==> src/rtl/muldiv_unit.sv <==
// Iterative RV32M/RV64M multiply/divide unit: shift-add multiply, restoring divide, one bit/cycle.
// Optional MULDIV_EARLY_OUT_EN lets trivially-known operations skip the iterative phase.
module muldiv_unit #(
    parameter int unsigned XLEN = 32
) (
    input  logic            clk,
    input  logic            reset,
    input  logic            valid_md_i,
    output logic            ready_md_o,
    input  logic [2:0]      op_md_i,
    input  logic [XLEN-1:0] opr_a_md_i,
    input  logic [XLEN-1:0] opr_b_md_i,
    input  logic            kill_md_i,
    input  logic            res_ready_md_i,
    output logic            valid_md_o,
    output logic [XLEN-1:0] res_md_o,
    output logic            busy_md_o
);

    localparam int unsigned CNT_W = $clog2(XLEN) + 1;

    typedef enum logic [1:0] {StIdle, StCalc, StFixup, StDone} state_e;

    state_e              state_q, state_d;
    logic [2:0]          op_q, op_d;
    logic                sign_a_q, sign_a_d, sign_b_q, sign_b_d;
    logic                div0_q, div0_d, ovf_q, ovf_d;
    logic [XLEN-1:0]     a_q, a_d, b_q, b_d;
    logic [2*XLEN-1:0]   acc_q, acc_d;
    logic [CNT_W-1:0]    cnt_q, cnt_d;
    logic [XLEN-1:0]     res_q, res_d;
    logic                valid_q, valid_d;

    logic                accept, is_div_in, sa_in, sb_in, div0_in, ovf_in;
    logic [XLEN-1:0]     mag_a_in, mag_b_in;
    logic [2*XLEN-1:0]   acc_init;
    logic [XLEN:0]       mul_sum, rem_sh, diff;
    logic [2*XLEN-1:0]   mul_next, div_next, prod;
    logic [XLEN-1:0]     quo, rem, dividend, fix_res;

    assign accept    = valid_md_i & (state_q == StIdle) & ~kill_md_i;
    assign is_div_in = op_md_i[2];
    assign sa_in     = opr_a_md_i[XLEN-1] & ((op_md_i == 3'd1) || (op_md_i == 3'd2) ||
                                             (op_md_i == 3'd4) || (op_md_i == 3'd6));
    assign sb_in     = opr_b_md_i[XLEN-1] & ((op_md_i == 3'd1) || (op_md_i == 3'd4) ||
                                             (op_md_i == 3'd6));
    assign mag_a_in  = sa_in ? -opr_a_md_i : opr_a_md_i;
    assign mag_b_in  = sb_in ? -opr_b_md_i : opr_b_md_i;
    assign div0_in   = is_div_in & (opr_b_md_i == '0);
    assign ovf_in    = is_div_in & ~op_md_i[0] & (opr_b_md_i == '1) &
                       (opr_a_md_i == {1'b1, {(XLEN-1){1'b0}}});

`ifdef MULDIV_EARLY_OUT_EN
    logic mzero_in, lt_in, early_in;
    assign mzero_in = ~is_div_in & ((opr_a_md_i == '0) || (opr_b_md_i == '0));
    assign lt_in    = is_div_in & op_md_i[0] & (opr_a_md_i < opr_b_md_i);
    assign early_in = div0_in | ovf_in | mzero_in | lt_in;
`endif

    // Early-out operations preload the accumulator with their final datapath value.
    always_comb begin
        acc_init = is_div_in ? {{XLEN{1'b0}}, mag_a_in} : {{XLEN{1'b0}}, mag_b_in};
`ifdef MULDIV_EARLY_OUT_EN
        if (mzero_in) begin
            acc_init = '0;
        end else if (lt_in) begin
            acc_init = {opr_a_md_i, {XLEN{1'b0}}};
        end
`endif
    end

    assign mul_sum  = {1'b0, acc_q[2*XLEN-1:XLEN]} + (acc_q[0] ? {1'b0, a_q} : '0);
    assign mul_next = {mul_sum, acc_q[XLEN-1:1]};

    // Restoring step: remainder in the upper half, quotient bits shift in at the bottom.
    assign rem_sh   = acc_q[2*XLEN-1:XLEN-1];
    assign diff     = rem_sh - {1'b0, b_q};
    assign div_next = diff[XLEN] ? {rem_sh[XLEN-1:0], acc_q[XLEN-2:0], 1'b0}
                                 : {diff[XLEN-1:0], acc_q[XLEN-2:0], 1'b1};

    assign prod     = (sign_a_q ^ sign_b_q) ? -acc_q : acc_q;
    assign quo      = (sign_a_q ^ sign_b_q) ? -acc_q[XLEN-1:0] : acc_q[XLEN-1:0];
    assign rem      = sign_a_q ? -acc_q[2*XLEN-1:XLEN] : acc_q[2*XLEN-1:XLEN];
    assign dividend = sign_a_q ? -a_q : a_q;

    always_comb begin
        fix_res = '0;
        case (op_q)
            3'd0:                fix_res = prod[XLEN-1:0];
            3'd1, 3'd2, 3'd3:    fix_res = prod[2*XLEN-1:XLEN];
            3'd4, 3'd5:          fix_res = div0_q ? '1 : (ovf_q ? dividend : quo);
            default:             fix_res = div0_q ? dividend : (ovf_q ? '0 : rem);
        endcase
    end

    always_comb begin
        state_d  = state_q;
        op_d     = op_q;
        sign_a_d = sign_a_q;
        sign_b_d = sign_b_q;
        div0_d   = div0_q;
        ovf_d    = ovf_q;
        a_d      = a_q;
        b_d      = b_q;
        acc_d    = acc_q;
        cnt_d    = cnt_q;
        res_d    = res_q;
        valid_d  = valid_q;
        case (state_q)
            StIdle: begin
                if (accept) begin
                    op_d     = op_md_i;
                    sign_a_d = sa_in;
                    sign_b_d = sb_in;
                    div0_d   = div0_in;
                    ovf_d    = ovf_in;
                    a_d      = mag_a_in;
                    b_d      = mag_b_in;
                    acc_d    = acc_init;
                    cnt_d    = CNT_W'(XLEN);
`ifdef MULDIV_EARLY_OUT_EN
                    state_d  = early_in ? StFixup : StCalc;
`else
                    state_d  = StCalc;
`endif
                end
            end
            StCalc: begin
                acc_d = op_q[2] ? div_next : mul_next;
                cnt_d = cnt_q - CNT_W'(1);
                if (cnt_q == CNT_W'(1)) begin
                    state_d = StFixup;
                end
            end
            StFixup: begin
                res_d   = fix_res;
                valid_d = 1'b1;
                state_d = StDone;
            end
            StDone: begin
                if (res_ready_md_i) begin
                    valid_d = 1'b0;
                    state_d = StIdle;
                end
            end
            default: state_d = StIdle;
        endcase
        if (kill_md_i) begin
            state_d = StIdle;
            valid_d = 1'b0;
        end
    end

    always_ff @(posedge clk) begin
        if (reset) begin
            state_q  <= StIdle;
            op_q     <= '0;
            sign_a_q <= 1'b0;
            sign_b_q <= 1'b0;
            div0_q   <= 1'b0;
            ovf_q    <= 1'b0;
            a_q      <= '0;
            b_q      <= '0;
            acc_q    <= '0;
            cnt_q    <= '0;
            res_q    <= '0;
            valid_q  <= 1'b0;
        end else begin
            state_q  <= state_d;
            op_q     <= op_d;
            sign_a_q <= sign_a_d;
            sign_b_q <= sign_b_d;
            div0_q   <= div0_d;
            ovf_q    <= ovf_d;
            a_q      <= a_d;
            b_q      <= b_d;
            acc_q    <= acc_d;
            cnt_q    <= cnt_d;
            res_q    <= res_d;
            valid_q  <= valid_d;
        end
    end

    assign ready_md_o = (state_q == StIdle);
    assign busy_md_o  = (state_q != StIdle);
    assign valid_md_o = valid_q;
    assign res_md_o   = res_q;

endmodule

==> config.mk <==
export PLATFORM = sky130hd
export DESIGN_NAME = muldiv_unit
export DESIGN_NICKNAME = d
export VERILOG_FILES = /design/src/rtl/muldiv_unit.sv
export SDC_FILE = /design/constraint.sdc
export NUM_CORES = 1
export LEC_CHECK = 0
export BUFFER_PORTS_ARGS = -buffer_cell sky130_fd_sc_hd__buf_4
export CORE_MARGIN = 4
export CORE_UTILIZATION = 60
export DETAILED_ROUTE_END_ITERATION = 16
export GPL_ROUTABILITY_DRIVEN = 1
export PLACE_DENSITY_LB_ADDON = 0.3
export SETUP_SLACK_MARGIN = 0.4
export SLEW_MARGIN = 20
export SYNTH_ARGS = -nofsm -noshare
export SYNTH_HDL_FRONTEND = slang
export SYNTH_SLANG_ARGS = --single-unit
==> constraint.sdc <==
create_clock -name clk -period 4.9 [get_ports clk]
set_input_delay 0.98 -clock clk [delete_from_list [all_inputs] [get_ports clk]]
set_output_delay 0.98 -clock clk [all_outputs]
set_load 0.01 [all_outputs]
==> metrics.md <==
| Metric | Value |
|---|---|
| # rows | 60 |
| Multi-input logic area | 12100 µm² |
| Setup Buffers After CTS | 0 |
| MaxCap Viol Count | 0 |
| CTS hold repair buffers | 0 |
| FILL cells | 2429 |
| H-tree levels | 4 |
| Slew HR | about a fifth |
| Fmax | about 0.25 GHz |
| Initial antenna violation count | 3 |
| Number of vias per cell | about 6.9 |
| CORE AREA | roughly 27000 µm² |
| Vias in the first global route | 16374 |
| CP Launch Type | flop |
| Top cell type by total area after synthesis | dfxtp_1 |
| Placer congestion estimate | 1.04 |
| TritonRoute pass-1 iters | 8 |
| Worst path required time | roughly 5.2 ns |
| Die height | about 170 µm |
| CTS root buf | clkbuf_16 |
| CTS tree | yes |
| Avg Synthesized Cell Area | between 7 and 8 µm² |
| Fin cells | about 2600 |
| Post-Route WL | about 62000 µm |
| Die Area | around 30000 µm² |
| Crit. End Element | flop |
| P per Cell Area | 237 nW/µm² |
| Post-synth top area share | ~21% |
| CTS resizes | 0 |
| CP cell instances | or3_1 -> nor4b_1 -> nand4_1 -> nor3_1 -> nand2_1 -> o21ai_1 -> xnor2_1 -> a222oi_1 -> o31ai_1 |
| WL per Instance | 24.0 µm |
| Layout Skew | ~0.016 ns |
| # setup viols final | 0 |
| Via count | ~18000 |
| CP bufs+invs | 0 |
| Final worst setup slack | approximately 0.85 ns |
| Synth Register Bits | between 150 and 200 |
| Max IR drop VDD | roughly 0.25 mV |
| RSZ-0062 raised after global routing | no |
| Yosys cell types | just under 80 |
| Post-DP Area | around 17000 µm² |
| Post-synth EDFFs | 0 |
| Final slew viol count | 0 |
| Mapped Area | roughly 16000 µm² |
| Hold path start | res_md_o[28] |
| CTS buffer count | 17 |
| Ys flop type | dfxtp_1 |
| Initial drt markers | between 2000 and 2500 |
| Post-synthesis net count | between 2000 and 2500 |
| CTS clk-pin slew, worst paths | approximately 0.08 ns |
| Tightest Hold Check Type | flop to flop |
| Critical path's slowest cell | nor4b_1 |
| Clock tree sinks | 176 |
| Die X | about 170 µm |
| CP arrival | roughly 4.4 ns |
| Pin slew with the least headroom to its limit | 1.20 ns |
| Final ANT Viol Nets | 0 |
| Global-route wire length before repair | around 94000 µm |
| Worst R2R Start | acc_q[6] |
| Async S/R FF share, synth | 0% |
| Leakage power | between 7 and 8 nW |
| Register area share after synthesis | between 20% and 30% |
| Setup CP Type | flop to flop |
| GRT Total Usage | between 30 and 40% |
| Period utilization | ~83% |
| Top cell family by delay on the critical path | simple AND/OR/NAND/NOR gates |
| Clk Latency, worst-skew pair | roughly 0.46 ns |
| Setup TNS | 0 ns |
| Post-Syn Instances | 2245 |
| Maximum root-to-sink buffer count | 2 |
| Global route total overflow | 0 |
| Hold_ws | 0.457 ns |
| Post-Layout Inst Area | approximately 18000 µm² |
| Final hold vios | 0 |
| Initial core utilization | around 61% |
| Register area | between 3000 and 4000 µm² |
| Status | complete, no violations |
| IO Pins | 107 |
| Post-DP HPWL | around 49000 µm |
| CP max stage delay | 0.80 ns |
| Area delta synth->final | 9.27% |
| IO Port Bufs | 106 |
| Share of layout cells above drive strength 1 | a little under a tenth |
| Crit path from | acc_q[6] |
| Yosys warns | 0 |
| Residual DRC | 0 |
| Pre-CTS WS | ~0.8 ns |
| # diodes | 0 |
| Top post-synthesis cells by area | dfxtp_1 (21%), xnor2_1 (7.8%), ha_1 (5.8%) |
| CP max FO | 7 |
| Tot Pwr | around 4.3 mW |
| Final Critical Period | approximately 4 ns |
| Largest net degree at the start of global routing | 110 |
| Inst Count DP | 2563 |
| Final core utilization | 66.6% |
| Nets | between 2000 and 2500 |
layer usage:
layer | wire, µm | vias to the layer above | GRT usage, %
li1 | - | 8190 | -
met1 | 25000 | 8303 | 51.8
met2 | 26900 | 1066 | 60.4
met3 | 6380 | 226 | 8.55
met4 | 4090 | 0 | 22.7
met5 | 0 | - | 0
final timing paths:
path | end | slack (ns) | depth (start not counted)
worst min-delay path | res_md_o[28] | 0.46 | 2
worst max-delay path | res_md_o[17] | 0.85 | 9
worst min register to register | res_md_o[28] | 0.46 | 2
worst max register to register | res_md_o[17] | 0.85 | 9
cells by family after synthesis:
kind of cell,count (synthesis),synth area share (%)
compound gates,702,28.2
xor+xnor,240,12.8
fa+ha+maj,78,6.03
buf+inv,233,5.33
flops,176,21.5
mux,73,4.53
simple gates,743,21.6
cells in the final DEF (no fill, tap or decap), drive strengths merged, types with 17 or more instances in the layout:
cell	n
o21ai	130
or4	18
xor2	93
nor2b	17
or3	25
a21o	35
nand2b	30
nor3	66
a21oi	176
nand2	194
mux2i	63
inv	81
ha	76
o211ai	22
buf	136
nor4	31
o31ai	36
xnor2	147
dfxtp	176
nor2	237
and2	42
nand3	25
clkbuf	17
a31oi	31
a211oi	100
a22oi	20
a221oi	22
worst register-to-register path: stages (launching register included):
cell,delay [ns]
dfxtp_1,0.39
or3_1,0.47
nor4b_1,0.80
nand4_1,0.54
nor3_1,0.42
nand2_1,0.30
o21ai_1,0.23
xnor2_1,0.12
a222oi_1,0.51
o31ai_1,0.12
registers in the layout, summed over array words and instances (netlist names), 2 cells and up:
signal    cells
a_q          32
op_q          3
cnt_q         6
res_md_o     32
b_q          32
state_q       2
acc_q        64
Yosys cell counts, types with 8 or more instances:
library cell	n
o31ai_1	36
nand3_1	25
ha_1	76
o41ai_1	12
nand4_1	16
o21ai_1	13
nor4_1	31
a311oi_1	8
and2_1	42
a221oi_1	22
or4_1	15
nand2b_1	30
a211oi_1	100
clkbuf_1	145
dfxtp_1	176
a21o_1	35
mux2i_1	63
or3_1	25
a21oi_1	176
a22o_1	8
xnor2_1	147
o211ai_1	22
o21a_1	11
mux2_2	10
o21ai_0	116
nor2_1	236
or2_2	8
nor2b_1	17
a22oi_1	20
nor3_1	65
inv_1	72
o22ai_1	15
xor2_1	93
buf_1	14
a31oi_1	31
nand2_1	194
report_power, final:
part	leakage, nW	internal [mW]	total [mW]	switching [mW]
combinational	5.40	0.404	1.13	0.731
clock	0.311	0.789	1.50	0.712
sequential	1.44	1.50	1.62	0.123
total	7.15	2.69	4.26	1.57
final cells by class:
type | count | share of cell area (%)
well taps | 341 | 2.38
flip-flops and latches | 176 | 19.7
multi-input cells | 1836 | 67.2
repair buffers | 136 | 5.69
inverters | 74 | 1.55
clock buffers | 17 | 2.37
clock inverters | 15 | 1.16
Power figures use the tool's default switching activity.
